[src/rtl/piso_serializer_if.sv]
// Load handshake and serial output bundle for piso_serializer.
// master = word producer / serial consumer side, slave = serializer.
interface piso_serializer_if #(
  parameter int WIDTH = 64
);
  logic [WIDTH-1:0] data_in;
  logic             load_valid;
  logic             load_ready;
  logic             out;
  logic             out_valid;
  logic             done;

  modport master (
    output data_in, load_valid,
    input  load_ready, out, out_valid, done
  );

  modport slave (
    input  data_in, load_valid,
    output load_ready, out, out_valid, done
  );
endinterface

[src/rtl/piso_serializer.sv]
// Parallel-in serial-out transmitter, LSB first, valid/ready load.
// Define PIPO_PARITY_EN to append an even-parity bit after each frame.
module piso_serializer #(
  parameter int WIDTH = 64
) (
  input  logic                 clk,
  input  logic                 rst,
  piso_serializer_if.slave     bus
);

  localparam int CW = $clog2(WIDTH);

`ifdef PIPO_PARITY_EN
  typedef enum logic [1:0] {S_IDLE, S_SHIFT, S_PARITY} state_t;
  logic             r_par;
`else
  typedef enum logic [0:0] {S_IDLE, S_SHIFT} state_t;
`endif

  state_t           r_state;
  logic [WIDTH-1:0] r_shreg;
  logic [CW-1:0]    r_cnt;
  logic             r_out;
  logic             r_out_valid;
  logic             r_load_ready;
  logic             r_done;

  // Outputs are registered alongside the state, so each branch sets the
  // values that the next state decodes to (out tracks the next shreg[0]).
  always_ff @(posedge clk) begin
    if (rst) begin
      r_state      <= S_IDLE;
      r_shreg      <= '0;
      r_cnt        <= '0;
`ifdef PIPO_PARITY_EN
      r_par        <= 1'b0;
`endif
      r_out        <= 1'b0;
      r_out_valid  <= 1'b0;
      r_load_ready <= 1'b1;
      r_done       <= 1'b0;
    end else begin
      r_done <= 1'b0;
      case (r_state)
        S_IDLE: begin
          if (bus.load_valid) begin
            r_state      <= S_SHIFT;
            r_shreg      <= bus.data_in;
            r_cnt        <= '0;
`ifdef PIPO_PARITY_EN
            r_par        <= ^bus.data_in;
`endif
            r_out        <= bus.data_in[0];
            r_out_valid  <= 1'b1;
            r_load_ready <= 1'b0;
          end
        end
        S_SHIFT: begin
          r_shreg <= r_shreg >> 1;
          r_cnt   <= r_cnt + 1'b1;
          if (r_cnt == CW'(WIDTH - 1)) begin
`ifdef PIPO_PARITY_EN
            r_state <= S_PARITY;
            r_out   <= r_par;
`else
            r_state      <= S_IDLE;
            r_out        <= 1'b0;
            r_out_valid  <= 1'b0;
            r_load_ready <= 1'b1;
            r_done       <= 1'b1;
`endif
          end else begin
            r_out <= r_shreg[1];
          end
        end
`ifdef PIPO_PARITY_EN
        S_PARITY: begin
          r_state      <= S_IDLE;
          r_out        <= 1'b0;
          r_out_valid  <= 1'b0;
          r_load_ready <= 1'b1;
          r_done       <= 1'b1;
        end
`endif
        default: begin
          r_state      <= S_IDLE;
          r_out        <= 1'b0;
          r_out_valid  <= 1'b0;
          r_load_ready <= 1'b1;
        end
      endcase
    end
  end

  assign bus.out        = r_out;
  assign bus.out_valid  = r_out_valid;
  assign bus.load_ready = r_load_ready;
  assign bus.done       = r_done;

endmodule
[src/flat_wrapper.sv]
// flat-port wrapper written by rule: the top's interface ports become plain ports
module piso_serializer_flat 
#(
  parameter int WIDTH = 64
)
  (clk, rst, bus_data_in, bus_load_valid, bus_load_ready, bus_out, bus_out_valid, bus_done);
  piso_serializer_if #(.WIDTH(WIDTH)) bus_i ();
  input  logic clk;
  input  logic rst;
  input wire logic [$bits(bus_i.data_in)-1:0] bus_data_in;
  input wire logic [$bits(bus_i.load_valid)-1:0] bus_load_valid;
  output wire logic [$bits(bus_i.load_ready)-1:0] bus_load_ready;
  output wire logic [$bits(bus_i.out)-1:0] bus_out;
  output wire logic [$bits(bus_i.out_valid)-1:0] bus_out_valid;
  output wire logic [$bits(bus_i.done)-1:0] bus_done;
  assign bus_i.data_in = bus_data_in;
  assign bus_i.load_valid = bus_load_valid;
  assign bus_load_ready = bus_i.load_ready;
  assign bus_out = bus_i.out;
  assign bus_out_valid = bus_i.out_valid;
  assign bus_done = bus_i.done;
  piso_serializer #(.WIDTH(WIDTH)) u_core (.clk(clk), .rst(rst), .bus(bus_i));
endmodule
[config.mk]
export PLATFORM = sky130hd
export DESIGN_NAME = piso_serializer_flat
export DESIGN_NICKNAME = d
export VERILOG_FILES = /design/src/rtl/piso_serializer_if.sv /design/src/rtl/piso_serializer.sv /design/src/flat_wrapper.sv
export SDC_FILE = /design/constraint.sdc
export NUM_CORES = 1
export LEC_CHECK = 0
export BUFFER_PORTS_ARGS = -buffer_cell sky130_fd_sc_hd__buf_4
export CAP_MARGIN = 20
export CORE_ASPECT_RATIO = 0.8
export CORE_UTILIZATION = 32
export CTS_BUF_LIST = sky130_fd_sc_hd__clkbuf_8
export CTS_CLUSTER_SIZE = 12
export DETAILED_ROUTE_END_ITERATION = 7
export SYNTH_ARGS = -nofsm -noshare
export SYNTH_HDL_FRONTEND = slang
export SYNTH_SLANG_ARGS = --single-unit
[constraint.sdc]
create_clock -name clk -period 1.4 [get_ports clk]
set_input_delay 0.14 -clock clk [delete_from_list [all_inputs] [get_ports clk]]
set_output_delay 0.14 -clock clk [all_outputs]
set_load 0.02 [all_outputs]
Yosys cells after proc, flatten, opt, wreduce, memory -nomap -nowiden. Cells that the tools add are included. Widths: inputs -> output; s select.

$mul: 0. Shifts and indexed selects: 0. $add $sub $neg: 1. Reductions and logical operators: 2. Divide/modulo/power cells: 0. Equality and inequality tests: 3. Bitwise logic cells: 1. Magnitude comparators: 0. Mux-type cells: 17.

Operators with widths (number): $pmux 64 s2 (1); $mux 64 (1); $pmux 6 s2 (1); $mux 1 (9); $pmux 1 s2 (4); $add 6x1->6 const B (1); $eq 6x6->1 const B (1); $mux 6 (1); $ne 2x2->1 const B (2); $reduce_and 2->1 (1); $reduce_or 2->1 (1); $not 1->1 (1).

Memories: 0. Output and inout port bits: 4. Input bits: 67. Bits in latches: 0. Bits in writable memories: 0. Logic and storage cells: 31. Bits in registers: 75. Memory bits (read-only): 0.

Longest topological paths before layout.
Depth in word-level cells: 3. Depth in mapped cells: 5. Gate-level depth less buffers: 4.

Least setup slack after synthesis. OpenSTA, ideal clock, no wires.

Path kind: reg2reg. Start: reg u_core.r_cnt[0]. End: reg u_core.r_cnt[4]. Setup slack: 0.284 ns. Path buffers: 0. Period minus slack after synthesis: 1.116 ns. Stages on the path, launching flop included: 5. Arrival time: 1.031 ns. Data required time: 1.314 ns. Library setup time: 0.086 ns. Cells stage by stage: dfxtp_1 > ha_1 > nand3_1 > o21a_1 > a211oi_1.

Longest elaborated chain between the ends: 2.

Ends and longest elaborated chain: start, declared (line piso_serializer.sv:22) `logic [CW-1:0] r_cnt;`; start signal, assigned (line piso_serializer.sv:60) `r_cnt <= r_cnt + 1'b1;`; $add 6x1->6 (line piso_serializer.sv:60); $pmux 6 s2 (line piso_serializer.sv:44) `case (r_state)`.

No other way between the ends. A chain may end at the register's enable or synchronous reset.

Worst setup path in the final report. Same ends and word-level chain as after synthesis.

==> impl_metrics.env <==
export IMPL_grt_pass1_wl_mm=11.5
export IMPL_setup_viol=0
export IMPL_fin_area_um2=4510
export IMPL_clockRootBuffer="clkbuf_8"
export IMPL_drtPass1Iterations=4
export IMPL_max_freq_mhz=796
export IMPL_boundaryPins=71
export IMPL_syn_inst=328
export IMPL_clock_path_buffers=2
export IMPL_min_period_ns=1.26
export IMPL_synth_edf_count=0
export IMPL_insertion_delay_ns=0.35
export IMPL_worstPathRequired_ns=1.67
export IMPL_synth_top_cell_by_area="dfxtp_1"
export IMPL_crit_fanout=5
export IMPL_rsz0062_at_grt="no"
export IMPL_grt_max_degree=37
export IMPL_htree_levels=3
export IMPL_hold_path_depth=3
export IMPL_reg2reg_slack_ns=0.14
export IMPL_worstPathArrival_ns=1.52
export IMPL_start_util_pct=33.4
export IMPL_synthArstFlopShare_pct=0
export IMPL_reg2reg_depth=4
export IMPL_fin_tns_setup_ns=0
export IMPL_dp_hpwl_mm=4.76
export IMPL_cap_violations=0
export IMPL_final_hold_viol_count=0
export IMPL_drtIter0Drc=85
export IMPL_fin_crit_sh_pct=89.7
export IMPL_num_nets_final=459
export IMPL_synth_top_area_share_pct=40.2
export IMPL_powerDensity_nw_per_um2=1080
export IMPL_synthesis_nets=396
export IMPL_gp_congestion=0.708
export IMPL_reg2reg_from="u_core.r_cnt[0]$_SDFFE_PP0P_"
export IMPL_ir_drop_mv=0.524
export IMPL_grt_overflow=0
export IMPL_drc=0
export IMPL_wl_per_cell_um=13.1
export IMPL_fillers=1070
export IMPL_avgSynthCellArea_um2=11.2
export IMPL_die_y_um=98.0
export IMPL_min_path_type="in2reg"
export IMPL_synth_cell_types=26
export IMPL_max_slew_margin_pct=75.7
export IMPL_post_dp_cell_area_um2=4310
export IMPL_drive_gt1_share_pct=39.4
export IMPL_tightest_slew_ns=0.364
export IMPL_cts_resized=0
export IMPL_path_clk_slew_ns=0.08
export IMPL_diodes=0
export IMPL_cts_sinks=74
export IMPL_reg2reg_to="u_core.r_cnt[4]$_SDFFE_PP0P_"
export IMPL_core_um2=11000
export IMPL_grt_usage_pct=12.3
export IMPL_yosys_warnings=0
export IMPL_drv_slew=0
export IMPL_hold_path_end="u_core.r_shreg[63]$_SDFFE_PP0P_"
export IMPL_clock_skew_ns=0.00735
export IMPL_die_w_um=122
export IMPL_ys_ff_latch=74
export IMPL_synthesis_area_um2=3680
export IMPL_post_place_ws_ns=0.170
export IMPL_ys_top_cells_by_area="dfxtp_1 40%, mux2_4 20%, mux2i_1 17%"
export IMPL_setup_worst_path_start_class="flip-flop"
export IMPL_die_area_um2=11900
export IMPL_synthTopCellsByCount="74 x dfxtp_1, 72 x nor2_1, 64 x mux2i_1"
export IMPL_cts_setup_buffers=0
export IMPL_hp_start="bus_data_in[63]"
export IMPL_yosysSeqAreaShare_pct=40.2
export IMPL_total_leakage_power_uw=0.00204
export IMPL_num_rows=34
export IMPL_yosysMostFrequentCell="dfxtp_1"
export IMPL_vias_per_cell=4.59
export IMPL_grt_pass1_vias=2359
export IMPL_cts_hold_buf=0
export IMPL_wl_mm=7.07
export IMPL_status="finished clean"
export IMPL_antenna_found_initial=0
export IMPL_crit_path_end_kind="flip-flop"
export IMPL_synth_ff_type="dfxtp_1"
export IMPL_vias=2477
export IMPL_cts_buffers=9
export IMPL_final_antenna_net_count=0
export IMPL_port_buffer_count=70
export IMPL_worst_setup_path_type="reg2reg"
export IMPL_setup_ws_ns=0.144
export IMPL_areaGrowthSynthToFinish_pct=22.6
export IMPL_cts_tree="yes"
-- worst max path at each step --
stage / endpoint / slack [ns] / cells after the start / from
finish: u_core.r_cnt[4]$_SDFFE_PP0P_ / 0.14 / 4 / u_core.r_cnt[0]$_SDFFE_PP0P_
global route: u_core.r_cnt[4]$_SDFFE_PP0P_ / 0.02 / 4 / u_core.r_cnt[0]$_SDFFE_PP0P_
CTS: u_core.r_cnt[4]$_SDFFE_PP0P_ / 0.16 / 4 / u_core.r_cnt[0]$_SDFFE_PP0P_
detailed placement: u_core.r_shreg[26]$_SDFFE_PP0P_ / 0.17 / 5 / bus_load_valid
global placement: u_core.r_shreg[28]$_SDFFE_PP0P_ / 0.20 / 5 / bus_load_valid
floorplan: u_core.r_cnt[4]$_SDFFE_PP0P_ / 0.28 / 4 / u_core.r_cnt[0]$_SDFFE_PP0P_
-- critical path, stage by stage (launching register included) --
cell	delay, ns
dfxtp_1	0.40
ha_1	0.27
nand3_1	0.12
o21a_1	0.18
a211oi_1	0.20
-- where the power goes --
group / internal, uW / leakage (uW) / switching [uW]
clock network: 871 / 0.0000945 / 838
registers: 2240 / 0.000608 / 81.3
logic: 510 / 0.00134 / 315
-- logic make-up after synthesis --
| logic type | synth area share [%] |
|---|---|
| xor gates and xnor gates | 0.238 |
| muxes | 41.9 |
| AOI/OAI and AO/OA | 1.87 |
| buffers and inverters | 5.57 |
| adders and majority gates | 0.340 |
| DFF | 40.2 |
| and+or+nand+nor | 9.82 |
-- placed cells by master, fill, tap and decap left out, drive strengths merged --
master / netlist / final
clkinv: 0 / 2
nor2: 72 / 72
nand3: 4 / 4
nor3: 1 / 1
dfxtp: 74 / 74
clkinvlp: 0 / 3
clkbuf: 6 / 10
buf: 19 / 77
o21a: 2 / 2
o21ai: 1 / 1
nor2b: 1 / 1
xor2: 1 / 1
nand2b: 1 / 1
and4: 1 / 1
ha: 1 / 1
nand2: 2 / 2
a31o: 1 / 1
a21oi: 5 / 5
inv: 2 / 2
nor3b: 4 / 4
mux2i: 64 / 64
bufinv: 0 / 1
mux2: 64 / 64
a211oi: 2 / 2
-- per-layer routing --
metal	vias up	wire, um	share of wire, %	GRT usage, %
met2	43	3170	45	18.9
met3	9	332	4.7	3.86
met4	0	123	1.7	5.13
met1	1174	3440	49	15.8
met5	-	0	0	0
li1	1251	-	-	-
-- state kept, by name (all words and copies together) (netlist names) --
name and count:
u_core.bus.out 1, u_core.r_cnt 6, u_core.r_state 1, u_core.bus.done 1, u_core.bus.out_valid 1, u_core.r_shreg 63
u_core.bus.load_ready 1
-- final cells by class --
type                       count  area [um^2]  share of cell area (%)
multi-input combinational    227         2000                    44.2
sequential                    74         1490                    32.9
timing repair buffer          77          641                    14.2
tap                          144          180                    3.99
clock buffer                  10          138                    3.05
clock inverter                 6         66.3                    1.47
inverter                       2         7.51                   0.166
-- through the flow --
step	power, uW	std cells	hold slack (ns)	utilization [%]
after floorplan	2960	328	0.335	-
after global placement	3180	524	0.433	39.1
after detailed placement	3200	524	0.442	39.1
after CTS	4940	540	0.0577	41.0
after global routing	5100	540	0.0749	41.0
final	4850	540	0.0728	41.0
(Power assumes the default switching activity.)
